==> src/rtl/fetch_if.sv <==
// Fetch-stage bus bundle: instruction-memory req/ack port plus the
// instruction-register valid/ready port toward the control unit.
//   master: the fetch unit (drives imem_addr/imem_req, ir_data/ir_valid,
//           pc, halt; samples imem_ack/imem_rdata, ir_ready,
//           branch_en/branch_target)
//   slave : memory + control unit side (the mirror image)
interface fetch_if #(
  parameter int PC_WIDTH = 8
);
  logic [PC_WIDTH-1:0] imem_addr;
  logic                imem_req;
  logic                imem_ack;
  logic [15:0]         imem_rdata;
  logic [15:0]         ir_data;
  logic                ir_valid;
  logic                ir_ready;
  logic                branch_en;
  logic [PC_WIDTH-1:0] branch_target;
  logic [PC_WIDTH-1:0] pc;
  logic                halt;

  modport master (
    output imem_addr, imem_req,
    input  imem_ack, imem_rdata,
    output ir_data, ir_valid,
    input  ir_ready, branch_en, branch_target,
    output pc, halt
  );

  modport slave (
    input  imem_addr, imem_req,
    output imem_ack, imem_rdata,
    input  ir_data, ir_valid,
    output ir_ready, branch_en, branch_target,
    input  pc, halt
  );
endinterface

==> src/rtl/fetch_unit.sv <==
// Instruction fetch stage. Owns the program counter, fetches 16-bit words
// over a req/ack handshake, holds each word in the instruction register and
// presents it with valid/ready. On accept, PC advances by one (wrapping) or
// jumps to branch_target.
// Ports:
//   clk  - clock, rising edge
//   rst  - synchronous active-high reset
//   bus  - fetch_if.master (imem_*, ir_*, branch_*, pc, halt)
// Optional feature macro: FETCH_HALT_EN -- opcode 4'b1111 stops fetching
// (HALTED state, halt=1). Without it, halt is tied low and 4'b1111 is an
// ordinary instruction.
module fetch_unit #(
  parameter int                  PC_WIDTH = 8,
  parameter logic [PC_WIDTH-1:0] RESET_PC = '0
) (
  input logic     clk,
  input logic     rst,
  fetch_if.master bus
);

  typedef enum logic [1:0] {
    S_IDLE,
    S_FETCH,
    S_HOLD,
    S_HALTED
  } state_t;

  state_t              r_state;
  logic [PC_WIDTH-1:0] r_pc;
  logic [15:0]         r_ir;
  logic                r_req;
  logic                r_valid;
`ifdef FETCH_HALT_EN
  logic                r_halt;
`endif

  always_ff @(posedge clk) begin
    if (rst) begin
      r_state <= S_IDLE;
      r_pc    <= RESET_PC;
      r_ir    <= '0;
      r_req   <= 1'b0;
      r_valid <= 1'b0;
`ifdef FETCH_HALT_EN
      r_halt  <= 1'b0;
`endif
    end else begin
      case (r_state)
        S_IDLE: begin
          r_state <= S_FETCH;
          r_req   <= 1'b1;
        end
        S_FETCH: begin
          // Request and address stay put until the ack arrives.
          if (bus.imem_ack) begin
            r_ir  <= bus.imem_rdata;
            r_req <= 1'b0;
`ifdef FETCH_HALT_EN
            if (bus.imem_rdata[15:12] == 4'b1111) begin
              // HALT word is latched but never presented.
              r_state <= S_HALTED;
              r_halt  <= 1'b1;
            end else begin
              r_state <= S_HOLD;
              r_valid <= 1'b1;
            end
`else
            r_state <= S_HOLD;
            r_valid <= 1'b1;
`endif
          end
        end
        S_HOLD: begin
          // Branch inputs only matter on the accept cycle.
          if (bus.ir_ready) begin
            r_valid <= 1'b0;
            r_req   <= 1'b1;
            r_state <= S_FETCH;
            r_pc    <= bus.branch_en ? bus.branch_target : r_pc + PC_WIDTH'(1);
          end
        end
        S_HALTED: begin
          r_state <= S_HALTED;
        end
        default: begin
          r_state <= S_IDLE;
          r_req   <= 1'b0;
          r_valid <= 1'b0;
        end
      endcase
    end
  end

  assign bus.imem_addr = r_pc;
  assign bus.pc        = r_pc;
  assign bus.imem_req  = r_req;
  assign bus.ir_data   = r_ir;
  assign bus.ir_valid  = r_valid;
`ifdef FETCH_HALT_EN
  assign bus.halt      = r_halt;
`else
  assign bus.halt      = 1'b0;
`endif

endmodule

==> src/flat_wrapper.sv <==
// flat-port wrapper written by rule: the top's interface ports become plain ports
module fetch_unit_flat 
#(
  parameter int                  PC_WIDTH = 8,
  parameter logic [PC_WIDTH-1:0] RESET_PC = '0
)
  (clk, rst, bus_imem_addr, bus_imem_req, bus_imem_ack, bus_imem_rdata, bus_ir_data, bus_ir_valid, bus_ir_ready, bus_branch_en, bus_branch_target, bus_pc, bus_halt);
  fetch_if #(.PC_WIDTH(PC_WIDTH)) bus_i ();
  input logic clk;
  input logic rst;
  output wire logic [$bits(bus_i.imem_addr)-1:0] bus_imem_addr;
  output wire logic [$bits(bus_i.imem_req)-1:0] bus_imem_req;
  input wire logic [$bits(bus_i.imem_ack)-1:0] bus_imem_ack;
  input wire logic [$bits(bus_i.imem_rdata)-1:0] bus_imem_rdata;
  output wire logic [$bits(bus_i.ir_data)-1:0] bus_ir_data;
  output wire logic [$bits(bus_i.ir_valid)-1:0] bus_ir_valid;
  input wire logic [$bits(bus_i.ir_ready)-1:0] bus_ir_ready;
  input wire logic [$bits(bus_i.branch_en)-1:0] bus_branch_en;
  input wire logic [$bits(bus_i.branch_target)-1:0] bus_branch_target;
  output wire logic [$bits(bus_i.pc)-1:0] bus_pc;
  output wire logic [$bits(bus_i.halt)-1:0] bus_halt;
  assign bus_imem_addr = bus_i.imem_addr;
  assign bus_imem_req = bus_i.imem_req;
  assign bus_i.imem_ack = bus_imem_ack;
  assign bus_i.imem_rdata = bus_imem_rdata;
  assign bus_ir_data = bus_i.ir_data;
  assign bus_ir_valid = bus_i.ir_valid;
  assign bus_i.ir_ready = bus_ir_ready;
  assign bus_i.branch_en = bus_branch_en;
  assign bus_i.branch_target = bus_branch_target;
  assign bus_pc = bus_i.pc;
  assign bus_halt = bus_i.halt;
  fetch_unit #(.PC_WIDTH(PC_WIDTH), .RESET_PC(RESET_PC)) u_core (.clk(clk), .rst(rst), .bus(bus_i));
endmodule
==> config.mk <==
export PLATFORM = sky130hd
export DESIGN_NAME = fetch_unit_flat
export DESIGN_NICKNAME = d
export VERILOG_FILES = /design/src/rtl/fetch_if.sv /design/src/rtl/fetch_unit.sv /design/src/flat_wrapper.sv
export SDC_FILE = /design/constraint.sdc
export NUM_CORES = 1
export LEC_CHECK = 0
export CORE_MARGIN = 2
export CORE_UTILIZATION = 40
export CTS_CLUSTER_DIAMETER = 50
export DETAILED_ROUTE_END_ITERATION = 7
export PLACE_DENSITY = 0.79
export SLEW_MARGIN = 20
export SYNTH_ARGS = -nofsm -noshare
export SYNTH_HDL_FRONTEND = slang
export SYNTH_SLANG_ARGS = --single-unit
==> constraint.sdc <==
create_clock -name clk -period 1.5 [get_ports clk]
set_input_delay 0.3 -clock clk [delete_from_list [all_inputs] [get_ports clk]]
set_output_delay 0.3 -clock clk [all_outputs]
set_load 0.005 [all_outputs]
==> flow_summary.yaml, run 1 <==
min_path:
  worstHoldPathType: "flop to flop"
  hp-start: "u_core.bus.ir_data[8]$_SDFFE_PP0P_"
global_route:
  overflow: 0
  grt_antenna_before_repair: 0
  groute.usage.overall_pct: 20.1
  grt_pass1_vias: 1288
  grt_max_degree: 18
  grt_first_pass_wirelength_um: 5580
placement:
  dpl.hpwl_um: 2570
  gp_congestion: 0.846
  pre_cts_slack_ns: -0.165
  io_buffers: 62
synthesis:
  yosysUniqueCellTypes: 39
  synthesis.instances: 157
  yosysTopAreaCell: "dfxtp_1"
  synth_most_common_cell: "nand2_1"
  synth_area_um2: 1310
  synth_top_area_share_pct: 42.7
  synth_commonest_cells: "34 x nand2_1, 28 x dfxtp_1, 20 x a21oi_1"
  ys.flop_type: "dfxtp_1"
  ys_seq_area_share_pct: 42.7
  async_flop_share_pct: 0
  ys_ff_latch: 28
  netlist_top_cells_area: "dfxtp_1 43%, nand2_1 9.7%, a21oi_1 7.6%, buf_4 5.7%, o21ai_0 3.1%"
  synth_edf_count: 0
  syn_avg_cell_area_um2: 8.36
  ys.warnings.count: 0
  synth.net_count: 187
floorplanning:
  rows: 20
  ios: 64
  die_h_um: 61.3
  start_util_pct: 42.6
  core_area_um2: 3080
  die_width_um: 61.3
  die_area_um2: 3760
drt:
  drt_iter0_markers: 48
  antenna_left: 0
  route.detailed.drc: 0
  routedWlPerCell_um: 13.1
  dr.pass1.iters: 4
  wirelength_um: 3570
  vias: 1378
  viasPerCell: 5.07
finish:
  seq_area_um2: 603
  fillers: 270
  diodes: 0
  layout.nets: 259
  multi_input_area_um2: 628
  layout-drive-gt1-share_pct: 25.9
  area_delta_synth_final_pct: 62.9
pwr:
  p_total_uw: 1590
  seqPwrFrac_pct: 50.5
  power-per-cell-area_nw_per_um2: 743
  p_sw_uw: 373
  comb_power_share_pct: 17.5
  vdd_ir_drop_max_v: 0.000432
  switching_share_pct: 23.5
  cellInternalPower_uw: 1220
  p_leak_uw: 0.00111
  p_clk_share_pct: 32.0
run_status:
  status: "completed"
clock_network:
  cts_buffer_depth: 2
  clkSinkCount: 28
  htreeDepth: 1
  cts_hold_repair.buffers: 0
  cts_tree: "built"
  numCtsBuffers: 3
  clkTransAtPathRegs_ns: 0.16
  cts-root-buf: "clkbuf_4"
  clkLatencyLatePin_ns: 0.34
sta:
  setup_tns_ns: 0
  worst_slack_ns: 0.0565
  fin_hold_ws_ns: 0.462
  max_freq_mhz: 693
  finalMaxSlewViolations: 0
  hold_viol_final: 0
  skew_ns: 0.00319
  period_share_pct: 96.2
  period_minus_slack_ns: 1.44
  setup_viol: 0
worst_setup_path:
  critPathLaunchType: "flop"
  reg2reg_slack_ns: 0.06
  cp_slowest_stage_delay_ns: 0.38
  r2r_start: "u_core.bus.imem_addr[0]$_SDFFE_PP0P_"
  critPathBufInv: 1
  crit_path_top_delay_cell: "dfxtp_4"
  crit_fanout: 5
  cp_cell_sequence: "buf_4 -> ha_2 -> nand4_1 -> o41a_1 -> o211ai_1"
  cpLargestDelayFamily: "compound AO/OA/AOI/OAI gates"
  cp-startpoint: "u_core.bus.imem_addr[0]$_SDFFE_PP0P_"
  required_ns: 1.77
  critPathArrivalTime_ns: 1.71
  end_kind: "flop"
  path_class: "flop to flop"
flow_run:
  drv_cap: 0
## worst paths after layout
check | endpoint | depth (start not counted)
worst max-delay path | u_core.bus.imem_addr[6]$_SDFFE_PP0P_ | 5
worst min-delay path | u_core.bus.ir_data[8]$_SDFFE_PP0P_ | 2
worst max register to register | u_core.bus.imem_addr[6]$_SDFFE_PP0P_ | 5
worst min register to register | u_core.bus.ir_data[8]$_SDFFE_PP0P_ | 2
## power groups by stage
stage | Clock [uW] | Combinational [uW] | Sequential (uW)
detailed placement | 0 | 284 | 824
finish | 508 | 278 | 802
CTS | 513 | 283 | 803
floorplan | 0 | 111 | 822
global route | 540 | 307 | 808
global placement | 0 | 278 | 821
## repair_timing
| item | in CTS | in global routing |
|---|---|---|
| resized for setup | 53 | 12 |
| pin swaps | 0 | 1 |
| setup buffers | 11 | 1 |
| endpoints found under the setup margin | 34 | 12 |
## flip-flops by register name, indices dropped and copies added, names as in the netlist
signal	flops
u_core.bus.ir_data	16
u_core.bus.imem_addr	8
u_core.r_state	2
u_core.bus.imem_req	1
u_core.bus.ir_valid	1
## metal layers
metal | wire [um] | GRT usage, % | up-vias | share of wire (%)
met5 | 0 | 0 | - | 0
met4 | 53 | 7.45 | 0 | 1.5
met3 | 331 | 5.04 | 6 | 9.3
met2 | 1770 | 36.5 | 61 | 49
met1 | 1420 | 22.6 | 627 | 40
li1 | - | - | 684 | -
## per-stage QoR
| step | utilization (%) | cell area, um^2 | instances |
|---|---|---|---|
| floorplan | - | 1310 | 157 |
| global placement | 63.4 | 1950 | 256 |
| detailed placement | 63.4 | 1950 | 256 |
| CTS | 68.3 | 2100 | 271 |
| global route | 69.5 | 2140 | 272 |
| finish | 69.5 | 2140 | 272 |
## placed cells by master, fill, tap and decap left out, drive strengths merged
master,count
clkbuf,3
bufinv,1
and3,1
nand3b,3
a31oi,2
a32oi,2
a41o,1
or4,1
dlygate4sd2,23
or2b,1
nor2b,1
mux2i,3
dfxtp,28
or3b,1
nand2,34
and3b,2
or3,2
o21ai,8
buf,23
o211ai,2
inv,2
a31o,1
and2,3
nand2b,1
nand4,2
a2111o,1
dlymetal6s2s,11
nor3b,2
a211oi,3
nand3,1
clkdlybuf4s50,28
o221ai,1
o41a,1
ha,1
a21oi,20
nor2,7
conb,1
## cells by family (layout without fill, tap and decap cells)
group | count (synthesis) | after routing | share of synthesized area [%]
adder cells (fa/ha/maj) | 1 | 1 | 0.953
other | 1 | 1 | 0.286
buffers and inverters | 20 | 91 | 9.63
flip-flops | 28 | 28 | 42.7
AO/OA/AOI/OAI | 42 | 42 | 20.0
multiplexers | 3 | 3 | 2.29
AND/OR/NAND/NOR | 62 | 62 | 24.1
## worst min-delay path: cells and delay by family (launching register included)
kind	cells	cell delay [ns]
compound gates	1	0.05
simple gates	1	0.04
flops	1	0.35
## layout make-up
class                           instances  area share, %
Timing Repair Buffer                   85           37.0
Inverter                                2          0.351
Multi-Input combinational cell        109           29.4
Sequential cell                        28           28.2
Clock inverter                          1           1.40
Tap cell                               44           2.57
Clock buffer                            3           1.05
(Power assumes the default switching activity.)
==> inputs of run 2 (changes only) <==
--- a/config.mk
+++ b/config.mk
@@ -9,7 +9,7 @@
 export CORE_UTILIZATION = 40
 export CTS_CLUSTER_DIAMETER = 50
 export DETAILED_ROUTE_END_ITERATION = 7
-export PLACE_DENSITY = 0.79
+export PLACE_DENSITY = 0.78
 export SLEW_MARGIN = 20
 export SYNTH_ARGS = -nofsm -noshare
 export SYNTH_HDL_FRONTEND = slang
==> run 2 against run 1 <==
  * Critical path depth is the same
  * Clock power fell by 2%
  * Register-to-register slack hardly changed
  * Count of clock-buffer cells in the layout is the same
  * First-iteration DRC count is 15% higher
  * Final area increased by 3.3%
  * Maximum frequency rose by 1.0%
  * Flip-flop and latch count unchanged
  * Utilization is 2.3 points higher
==> flow_summary.yaml, run 2 (synthesis gave the netlist of run 1 again) <==
run_status:
  status: "completed"
finish:
  layout.nets: 260
  largest_register_ffs: 16
  multi_input_area_um2: 639
  layout-drive-gt1-share_pct: 26.6
  final_cell_area_um2: 2210
  diodes: 0
  final_common_cell: "nand2_1"
  fillers: 258
  area_delta_synth_final_pct: 68.4
  layout_common_cells: "34 x nand2_1, 28 x clkdlybuf4s50_1, 21 x buf_4, 21 x dfxtp_2, 20 x a21oi_1"
  seq_area_um2: 606
sta:
  skew_ns: 0.0107
  max_freq_mhz: 700
  setup_viol: 0
  hold_viol_final: 0
  period_minus_slack_ns: 1.43
  setup_tns_ns: 0
  finalMaxSlewViolations: 0
  worst_slack_ns: 0.0711
  grt_setup_unrepaired: "true"
  period_share_pct: 95.3
worst_setup_path:
  crit_path_top_delay_cell: "o41a_1"
  cp_slowest_stage_delay_ns: 0.43
  path_class: "flop to flop"
  critPathArrivalTime_ns: 1.69
  cp_cell_sequence: "buf_6 -> ha_4 -> nand4_1 -> o41a_1 -> o211ai_1"
  end_kind: "flop"
  cpLargestDelayFamily: "compound AO/OA/AOI/OAI gates"
  crit_fanout: 3
  required_ns: 1.76
  critPathBufInv: 1
  critPathLaunchType: "flop"
floorplanning:
  die_width_um: 61.3
  rows: 20
  core_area_um2: 3080
  die_area_um2: 3760
  ios: 64
  die_h_um: 61.3
  start_util_pct: 42.6
pwr:
  p_total_uw: 1590
  p_leak_uw: 0.00122
  power-per-cell-area_nw_per_um2: 721
  vdd_ir_drop_max_v: 0.000514
clock_network:
  numCtsBuffers: 3
  clkTransAtPathRegs_ns: 0.16
  cts_tree: "built"
  cts_buffer_depth: 2
  clkSinkCount: 28
  cts_hold_repair.buffers: 0
  htreeDepth: 1
  clkLatencyLatePin_ns: 0.33
  cts-root-buf: "clkbuf_4"
drt:
  route.detailed.drc: 0
  dr.pass1.iters: 4
  wirelength_um: 3810
  drt_iter0_markers: 55
  routedWlPerCell_um: 14.0
  vias: 1348
  viasPerCell: 4.94
  antenna_left: 0
global_route:
  grt_pass1_vias: 1219
  grt_max_degree: 19
  groute.usage.overall_pct: 20.3
  grt_first_pass_wirelength_um: 5660
  overflow: 0
  grt_antenna_before_repair: 0
placement:
  dpl_cell_area_um2: 1960
  dpl.hpwl_um: 2610
  gp_congestion: 0.855
  io_buffers: 62
  pre_cts_slack_ns: -0.175
flow_run:
  drv_cap: 0
min_path:
  worstHoldPathType: "flop to flop"
[run 2: cell count changes in the layout (fill, tap and decap cells not counted), moves of 2 or more]
cell and delta:
buf_4 -2, buf_6 +2, dlygate4sd2_1 -8, dlymetal6s2s_1 +8
[run 2: report_power, final]
part	internal, uW	switching (uW)
sequential	777	24.6
clock	270	229
combinational	178	114
total	1220	368
[run 2: worst reg2reg max path: stages (launching register included)]
cell      delay [ns]
dfxtp_4         0.39
buf_6           0.11
ha_4            0.13
nand4_1         0.15
o41a_1          0.43
o211ai_1        0.17
[run 2: path summary, 6_finish.rpt]
check,from,end,slack (ns),cells after the start
setup / recovery,u_core.bus.imem_addr[1]$_SDFFE_PP0P_,u_core.bus.imem_addr[6]$_SDFFE_PP0P_,0.07,5
hold / removal,u_core.bus.ir_data[4]$_SDFFE_PP0P_,u_core.bus.ir_data[4]$_SDFFE_PP0P_,0.46,2
hold reg to reg,u_core.bus.ir_data[4]$_SDFFE_PP0P_,u_core.bus.ir_data[4]$_SDFFE_PP0P_,0.46,2
setup reg to reg,u_core.bus.imem_addr[1]$_SDFFE_PP0P_,u_core.bus.imem_addr[6]$_SDFFE_PP0P_,0.07,5
[run 2: final cells by class]
cell class              instances  share of cell area, %
clock inverters                 1                   1.36
repair buffers                 86                   38.4
clock buffers                   3                   1.02
inverters                       2                  0.340
well taps                      44                   2.49
multi-input cells             109                   28.9
flip-flops and latches         28                   27.4
[run 2: layer usage]
layer  vias up  global-route usage, %  routed length (um)
met2        47                   32.7                1890
met5         -                      0                   0
met1       612                   27.1                1650
met3         4                   4.62                 244
li1        685                      -                   -
met4         0                   6.21                  30
[run 2: timing repair]
item                                    in CTS  in global routing
endpoints found under the setup margin      30                 21
setup buffers                               10                  4
resized for setup                           41                 29
pin swaps                                    0                  3
[run 2: per-stage QoR]
stage	utilization, %	instances	hold WS (ns)
5_1_grt	71.8	273	0.478
4_1_cts	68.6	270	0.467
6_report	71.8	273	0.464
3_5_place_dp	63.8	256	0.452
3_3_place_gp	63.8	256	0.442
2_1_floorplan	-	157	0.436
